File: src/rtl/pipe_slice_if.sv
// rtl/pipe_slice_if.sv - valid/ready stream bundle used on both sides of pipe_slice
interface pipe_slice_if #(
  parameter int DATA_WIDTH = 256
);
  logic                  valid;
  logic [DATA_WIDTH-1:0] data;
  logic                  ready;

  modport master (output valid, output data, input ready);
  modport slave  (input valid, input data, output ready);
endinterface

File: src/rtl/pipe_slice.sv
// rtl/pipe_slice.sv - STAGES-deep valid/ready register-slice chain (FWD/BWD/FULL); PIPE_SLICE_STATS_EN adds counters
module pipe_slice #(
  parameter int DATA_WIDTH = 256,
  parameter int STAGES     = 2,
  parameter int MODE       = 2
) (
  input  logic         clk,
  input  logic         reset,
  pipe_slice_if.slave  pipe_in,
  pipe_slice_if.master pipe_out
`ifdef PIPE_SLICE_STATS_EN
  ,
  output logic [31:0]  stat_xfer_cnt,
  output logic [31:0]  stat_stall_cnt
`else
`endif
);

  if (MODE < 0 || MODE > 2) begin : g_bad_mode
    $error("pipe_slice: MODE must be 0, 1 or 2");
  end
  if (STAGES < 1 || STAGES > 8) begin : g_bad_stages
    $error("pipe_slice: STAGES must be in 1..8");
  end
  if (DATA_WIDTH < 1) begin : g_bad_width
    $error("pipe_slice: DATA_WIDTH must be >= 1");
  end

  for (genvar i = 0; i < STAGES; i++) begin : g_stage
    logic                  in_valid;
    logic [DATA_WIDTH-1:0] in_data;
    logic                  in_ready;
    logic                  out_valid;
    logic [DATA_WIDTH-1:0] out_data;
    logic                  out_ready;

    // Slice 0 takes the upstream port, later slices take the previous slice's output.
    if (i == 0) begin : g_src_port
      assign in_valid = pipe_in.valid;
      assign in_data  = pipe_in.data;
    end else begin : g_src_chain
      assign in_valid = g_stage[i-1].out_valid;
      assign in_data  = g_stage[i-1].out_data;
    end

    // The last slice sees downstream ready, earlier slices see the next slice's in_ready.
    if (i == STAGES - 1) begin : g_snk_port
      assign out_ready = pipe_out.ready;
    end else begin : g_snk_chain
      assign out_ready = g_stage[i+1].in_ready;
    end

    if (MODE == 0) begin : g_fwd
      logic                  fwd_valid;
      logic [DATA_WIDTH-1:0] fwd_data;

      assign in_ready  = !fwd_valid || out_ready;
      assign out_valid = fwd_valid;
      assign out_data  = fwd_data;

      // Load a new beat whenever there is room, otherwise drain on downstream ready.
      always_ff @(posedge clk) begin
        if (!reset) begin
          fwd_valid <= 1'b0;
          fwd_data  <= '0;
        end else if (in_valid && in_ready) begin
          fwd_valid <= 1'b1;
          fwd_data  <= in_data;
        end else if (out_ready) begin
          fwd_valid <= 1'b0;
        end
      end
    end else if (MODE == 1) begin : g_bwd
      logic                  skid_valid;
      logic [DATA_WIDTH-1:0] skid_data;

      assign in_ready  = !skid_valid;
      assign out_valid = in_valid || skid_valid;
      assign out_data  = skid_valid ? skid_data : in_data;

      // Park an accepted beat that downstream refused; hand it over once downstream is ready.
      always_ff @(posedge clk) begin
        if (!reset) begin
          skid_valid <= 1'b0;
          skid_data  <= '0;
        end else if (skid_valid) begin
          if (out_ready) begin
            skid_valid <= 1'b0;
          end
        end else if (in_valid && !out_ready) begin
          skid_valid <= 1'b1;
          skid_data  <= in_data;
        end
      end
    end else begin : g_full
      logic [1:0]            count;
      logic                  rd_ptr;
      logic                  wr_ptr;
      logic [DATA_WIDTH-1:0] entry [0:1];
      logic                  push;
      logic                  pop;

      assign in_ready  = (count != 2'd2);
      assign out_valid = (count != 2'd0);
      assign out_data  = entry[rd_ptr];
      assign push      = in_valid && in_ready;
      assign pop       = out_valid && out_ready;

      // Two-entry ring: push writes at wr_ptr, pop advances rd_ptr, count tracks occupancy.
      always_ff @(posedge clk) begin
        if (!reset) begin
          count    <= 2'd0;
          rd_ptr   <= 1'b0;
          wr_ptr   <= 1'b0;
          entry[0] <= '0;
          entry[1] <= '0;
        end else begin
          if (push) begin
            entry[wr_ptr] <= in_data;
            wr_ptr        <= ~wr_ptr;
          end
          if (pop) begin
            rd_ptr <= ~rd_ptr;
          end
          if (push && !pop) begin
            count <= count + 2'd1;
          end else if (pop && !push) begin
            count <= count - 2'd1;
          end
        end
      end
    end
  end

  // Ports are forced idle while reset is low so no stale or pass-through beat escapes.
  assign pipe_in.ready  = reset && g_stage[0].in_ready;
  assign pipe_out.valid = reset && g_stage[STAGES-1].out_valid;
  assign pipe_out.data  = reset ? g_stage[STAGES-1].out_data : '0;

`ifdef PIPE_SLICE_STATS_EN
  // Output transfers wrap, stalled output cycles saturate.
  always_ff @(posedge clk) begin
    if (!reset) begin
      stat_xfer_cnt  <= 32'd0;
      stat_stall_cnt <= 32'd0;
    end else begin
      if (pipe_out.valid && pipe_out.ready) begin
        stat_xfer_cnt <= stat_xfer_cnt + 32'd1;
      end
      if (pipe_out.valid && !pipe_out.ready && stat_stall_cnt != 32'hFFFF_FFFF) begin
        stat_stall_cnt <= stat_stall_cnt + 32'd1;
      end
    end
  end
`else
`endif

endmodule

File: src/flat_wrapper.sv
// flat-port wrapper written by rule: the top's interface ports become plain ports
module pipe_slice_flat 
#(
  parameter int DATA_WIDTH = 256,
  parameter int STAGES     = 2,
  parameter int MODE       = 2
)
  (clk, reset, pipe_in_valid, pipe_in_data, pipe_in_ready, pipe_out_valid, pipe_out_data, pipe_out_ready);
  pipe_slice_if #(.DATA_WIDTH(DATA_WIDTH)) pipe_in_i ();
  pipe_slice_if #(.DATA_WIDTH(DATA_WIDTH)) pipe_out_i ();
  input  logic clk;
  input  logic reset;
  input wire logic [$bits(pipe_in_i.valid)-1:0] pipe_in_valid;
  input wire logic [$bits(pipe_in_i.data)-1:0] pipe_in_data;
  output wire logic [$bits(pipe_in_i.ready)-1:0] pipe_in_ready;
  output wire logic [$bits(pipe_out_i.valid)-1:0] pipe_out_valid;
  output wire logic [$bits(pipe_out_i.data)-1:0] pipe_out_data;
  input wire logic [$bits(pipe_out_i.ready)-1:0] pipe_out_ready;
  assign pipe_in_i.valid = pipe_in_valid;
  assign pipe_in_i.data = pipe_in_data;
  assign pipe_in_ready = pipe_in_i.ready;
  assign pipe_out_valid = pipe_out_i.valid;
  assign pipe_out_data = pipe_out_i.data;
  assign pipe_out_i.ready = pipe_out_ready;
  pipe_slice #(.DATA_WIDTH(DATA_WIDTH), .STAGES(STAGES), .MODE(MODE)) u_core (.clk(clk), .reset(reset), .pipe_in(pipe_in_i), .pipe_out(pipe_out_i));
endmodule
File: config.mk
export PLATFORM = sky130hd
export DESIGN_NAME = pipe_slice_flat
export DESIGN_NICKNAME = d
export VERILOG_FILES = /design/src/rtl/pipe_slice_if.sv /design/src/rtl/pipe_slice.sv /design/src/flat_wrapper.sv
export SDC_FILE = /design/constraint.sdc
export NUM_CORES = 2
export LEC_CHECK = 0
export ABC_AREA = 1
export CORE_ASPECT_RATIO = 1.75
export CORE_MARGIN = 1.5
export CORE_UTILIZATION = 56
export DETAILED_ROUTE_END_ITERATION = 10
export PLACE_DENSITY_LB_ADDON = 0.12
export SLEW_MARGIN = 20
export SYNTH_ARGS = -nofsm -noshare
export SYNTH_HDL_FRONTEND = slang
export SYNTH_SLANG_ARGS = --single-unit
File: constraint.sdc
create_clock -name clk -period 10.91 [get_ports clk]
set_input_delay 2.182 -clock clk [delete_from_list [all_inputs] [get_ports clk]]
set_output_delay 2.182 -clock clk [all_outputs]
set_load 0.005 [all_outputs]
======== Word-level counts from Yosys, hierarchy flattened ========
Memory sizes are Yosys's and may differ from the RTL's. A register that Yosys moved wholly into a read port is not among the register bits.
Index checks and enable logic that the tools add are counted.
storage, ports and cells
  register bits ........................... 8
  latch bits .............................. 0
  memory bits (writable) .................. 1,024
  bits in read-only memories .............. 0
  input port bits ......................... 260
  output and inout port bits .............. 258
  word-level logic and storage cells ...... 58
  memories ................................ 2
memory list
  name                            depth  bits a word  rd ports  clocked after memory_dff  wr ports  line              RTL
  u_core.g_stage[0].g_full.entry  2      256          1         1                         2         pipe_slice.sv:99  logic [DATA_WIDTH-1:0] entry [0:1];
  u_core.g_stage[1].g_full.entry  2      256          1         1                         2         pipe_slice.sv:99
operators by class
  add/sub/neg operators ................... 4
  $mul .................................... 0
  div/mod/pow operators ................... 0
  $lt $le $gt $ge ......................... 0
  eq/ne operators ......................... 2
  shift-type cells ........................ 0
  muxes and demuxes ....................... 22
  bitwise logic cells ..................... 4
  reductions and logical operators ........ 18
operators by type and width
  operator             number
  $mux 256             3
  $reduce_or 256->1    2
  $mux 1               15
  $logic_and 1x1->1    9
  $mux 2               4
  $reduce_bool 2->1    4
  $add 2x1->2 const B  2
  $ne 2x2->1 const B   2
  $not 1->1            4
  $sub 2x1->2 const B  2
  $logic_not 1->1      3

======== Logic depth before layout (Yosys ltp) ========
  word-level depth ........................ 7
  mapped depth ............................ 11
  mapped depth without buffers ............ 11

======== Worst setup path before layout ========
OpenSTA, ideal clock, no wires.
  path kind ............................... input-to-reg
  from .................................... input reset
  to ...................................... memory u_core.g_stage[1].g_full.entry[0][0] (enable)
  setup time .............................. 1.980 ns
  arrival ................................. 6.960 ns
  data required time ...................... 8.930 ns
  path slack .............................. 1.970 ns
  stages .................................. 5
  buffers on the path ..................... 3
  path through ............................ buf_2 -> nand2_2 -> buf_2 -> buf_6 -> nand2_1
RTL lines
  element      line                RTL
  from (decl)  flat_wrapper.sv:12  input logic reset;
  to (decl)    pipe_slice.sv:99

======== Worst setup path after layout ========
  from .................................... input reset
  to ...................................... output pipe_out_data[73]
on the way
  longest elaborated chain between the ends .. 1
RTL lines
  element    line                RTL
  $mux 256   pipe_slice.sv:138   assign pipe_out.data = reset ? g_stage[STAGES-1].out_data : '0;
  to (decl)  flat_wrapper.sv:17  output wire logic [$bits(pipe_out_i.data)-1:0] pipe_out_data;
Every way passes these cells.

==> out/metrics.csv <==
metric;value;unit
CP bufs+invs;3;
Die Footprint;78800;sq um
synthesis-stage register bit count;1034;
Post CTS Setup Buffer Count;0;
vias after detailed routing;27700;
Crit Path Max Fanout;107;
Via density;5.39;
grt met3 use;7.20;%
HPWL after DPL;60.2;mm
largest net degree at the start of global routing;149;
min Tclk post-route;7.23;ns
Syn Area/Cell;11.9;sq um
# IOs;518;
YS warnings;0;
Max Root-Sink Buffers;3;
vias in the first global route;27100;
crit start category;primary input;
Final Hold Vio Count;0;
H-tree depth;3;
Pleak;20.3;nW
Num Clock Sinks;1034;
met1 Use GR;34.1;%
crit path launch;reset;
crit-path cells;clkbuf_8, buf_4, o21ai_0, nor2_1, clkdlybuf4s50_1;
largest cells by area after synthesis;edfxtp_1 71%, nor2_1 13%, mux2i_1 5.9%;
RSZ-0062 raised after global routing;false;
area grow syn2layout;19.3;%
hold crit path type;reg2reg;
Slew HR;23.7;%
delay-heaviest family, CP;buffers and inverters;
wire per inst;20.7;microns
initial antenna violation count;28;
# hold bufs at CTS;0;
die width;213;microns
met2 global-route usage;45.4;%
num rows;134;
reg2reg path depth;8;
Core ar.;76300;sq um
Die Ht;370;microns
slowest CP cell;buf_4;
Pwr Density;213;nW/um^2
first-pass GRT wire length;159;mm
DR iter-0 viols;2164;
R2R setup slack;6.98;ns
FF-to-FF Start;u_core.g_stage[0].g_full.count[0];
top cell type's share of synthesized area;71.3;%
GRT overflow;0;
Required @ worst endpoint;8.73;ns
GRT Total Usage;27.1;%
Worst Skew;0.0236;ns
synthesized net count;3893;
Total Wirelength;107;mm
Final period util;66.3;%
maxcap violations;0;
Synth area leader;edfxtp_1;
Seq/Total Area, Yosys;71.7;%
WS Path Type;in2out;
clock latency at the later pin of the worst-skew pair;0.67;ns
fmax;138;MHz
GPL Wtd Cong;0.848;
Clock Pin Slew Worst Setup and Hold Paths;0.06;ns
reg2reg end;u_core.g_stage[1].g_full.entry[1][0];
Worst VDD drop;191;uV
Yosys cell types;27;
Initial Util;56.6;%
layout cell share with drive strength beyond 1;4.23;%
Tot Pwr;0.0110;W
drt drc;0;
DRT antenna net count;0;
Least-Margin Pin Slew;1.14;ns
status;complete, no violations;
clock root buffer;clkbuf_16;
total negative slack;0;ns
PostCTS Resize Cnt;0;
CP endpoint kind;output port;
PortBufs;517;
Top Usage Layer GRT;met2;
Arr. time, crit path;5.05;ns
Mapped Area;43100;sq um
Final Setup Violations;0;
Num CTS Buffers;90;
drt first pass iters;5;
nets@finish;4307;
max incr delay on CP;0.90;ns
Slew Viols, Final;0;
CTS tree;built;
Hold Path Origin;u_core.g_stage[1].g_full.rd_ptr;
WHS Path Cells;2;
Synth Instances;3631;
-- cells in the final DEF, fill, tap and decap left out --
| cell | n |
|---|---|
| inv_6 | 2 |
| a21oi_1 | 3 |
| clkbuf_16 | 93 |
| inv_1 | 266 |
| ha_1 | 2 |
| clkinv_2 | 14 |
| inv_8 | 1 |
| clkbuf_1 | 25 |
| o21ai_0 | 258 |
| nand3_4 | 2 |
| buf_6 | 1 |
| nand3_1 | 4 |
| clkinv_1 | 21 |
| dfxtp_1 | 8 |
| clkdlybuf4s50_1 | 516 |
| edfxtp_1 | 1024 |
| inv_2 | 3 |
| dfxtp_4 | 2 |
| mux2i_1 | 256 |
| clkinv_4 | 1 |
| nor2_2 | 7 |
| clkinv_8 | 1 |
| nand2_1 | 15 |
| o21ai_2 | 1 |
| a21oi_2 | 1 |
| nand2_8 | 1 |
| clkbuf_8 | 2 |
| nand4_1 | 2 |
| nand2_4 | 6 |
| o21a_1 | 1 |
| nor2_1 | 1539 |
| buf_12 | 5 |
| nand2_2 | 1 |
| bufinv_16 | 4 |
| diode_2 | 14 |
| buf_4 | 26 |
-- synth_stat cells (all sizes together) --
library cell	count
edfxtp	1024
nand3	6
clkinv	1
a21oi	4
nand2	23
nand4	2
o21a	1
nor2	1546
clkbuf	59
inv	270
buf	168
dfxtp	10
ha	2
mux2i	256
o21ai	259
-- sequential cells by signal, indices dropped and copies added (netlist names), named ones only --
register	count
u_core.g_stage.g_full.rd_ptr	2
u_core.g_stage.g_full.entry	1024
u_core.g_stage.g_full.count	4
u_core.g_stage.g_full.wr_ptr	2
-- metal layers --
| layer | vias to the layer above | routed length (microns) |
|---|---|---|
| met5 | - | 184 |
| met2 | 991 | 53700 |
| li1 | 12900 | - |
| met1 | 13600 | 40900 |
| met3 | 171 | 9200 |
| met4 | 28 | 2810 |
-- cell families (layout without fill, tap and decap cells) --
| kind of cell | after synthesis | in the layout | share of synthesized area [%] |
|---|---|---|---|
| AND/OR/NAND/NOR | 1577 | 1577 | 13.9 |
| multiplexers | 256 | 256 | 5.94 |
| adder cells (fa/ha/maj) | 2 | 2 | 0.0580 |
| buffers and inverters | 498 | 981 | 5.31 |
| other | 0 | 14 | 0 |
| AO/OA/AOI/OAI | 264 | 264 | 3.09 |
| flip-flops | 1034 | 1034 | 71.7 |
-- worst reg2reg max path: stages (launching register included) --
cell and delay (ns):
dfxtp_1 0.38, inv_2 0.08, nand2_2 0.09, nand2_4 0.07
clkinv_2 0.09, nand3_4 0.75, nand2_4 0.26, buf_4 0.84
buf_12 0.61
-- worst max-delay path by stage --
stage,to,cells past startpoint
final,pipe_out_data[73],5
after global routing,pipe_out_data[73],5
after CTS,pipe_out_data[73],5
after detailed placement,pipe_out_data[73],5
after global placement,pipe_out_data[46],5
after floorplan,u_core.g_stage[1].g_full.entry[0][0],5
-- power breakdown --
| part | switching, W | total (W) | internal (W) |
|---|---|---|---|
| logic | 0.00161 | 0.00259 | 0.000983 |
| registers | 0.000224 | 0.00534 | 0.00511 |
| clock network | 0.00139 | 0.00305 | 0.00166 |
-- per-stage QoR --
stage | hold slack [ns] | cells | util (%) | setup slack [ns] | cell area (sq um)
2_1_floorplan | 0.466 | 3631 | - | 1.97 | 43100
3_3_place_gp | 0.478 | 4973 | 63.8 | 3.80 | 48700
3_5_place_dp | 0.490 | 4973 | 63.8 | 3.76 | 48700
4_1_cts | 0.498 | 5134 | 67.4 | 3.77 | 51400
5_1_grt | 0.539 | 5145 | 67.5 | 3.62 | 51500
6_report | 0.498 | 5148 | 67.5 | 3.68 | 51500
-- layout make-up --
class	count	area [sq um]
Fill cell	5675	24800
Inverter	271	1030
Tap cell	1020	1280
Clock inverter	42	307
Timing Repair Buffer	549	5490
Antenna cell	14	35.0
Clock buffer	119	2430
Sequential cell	1034	31000
Multi-Input combinational cell	2099	9960
Note: power is estimated with default switching activity, not from simulation.
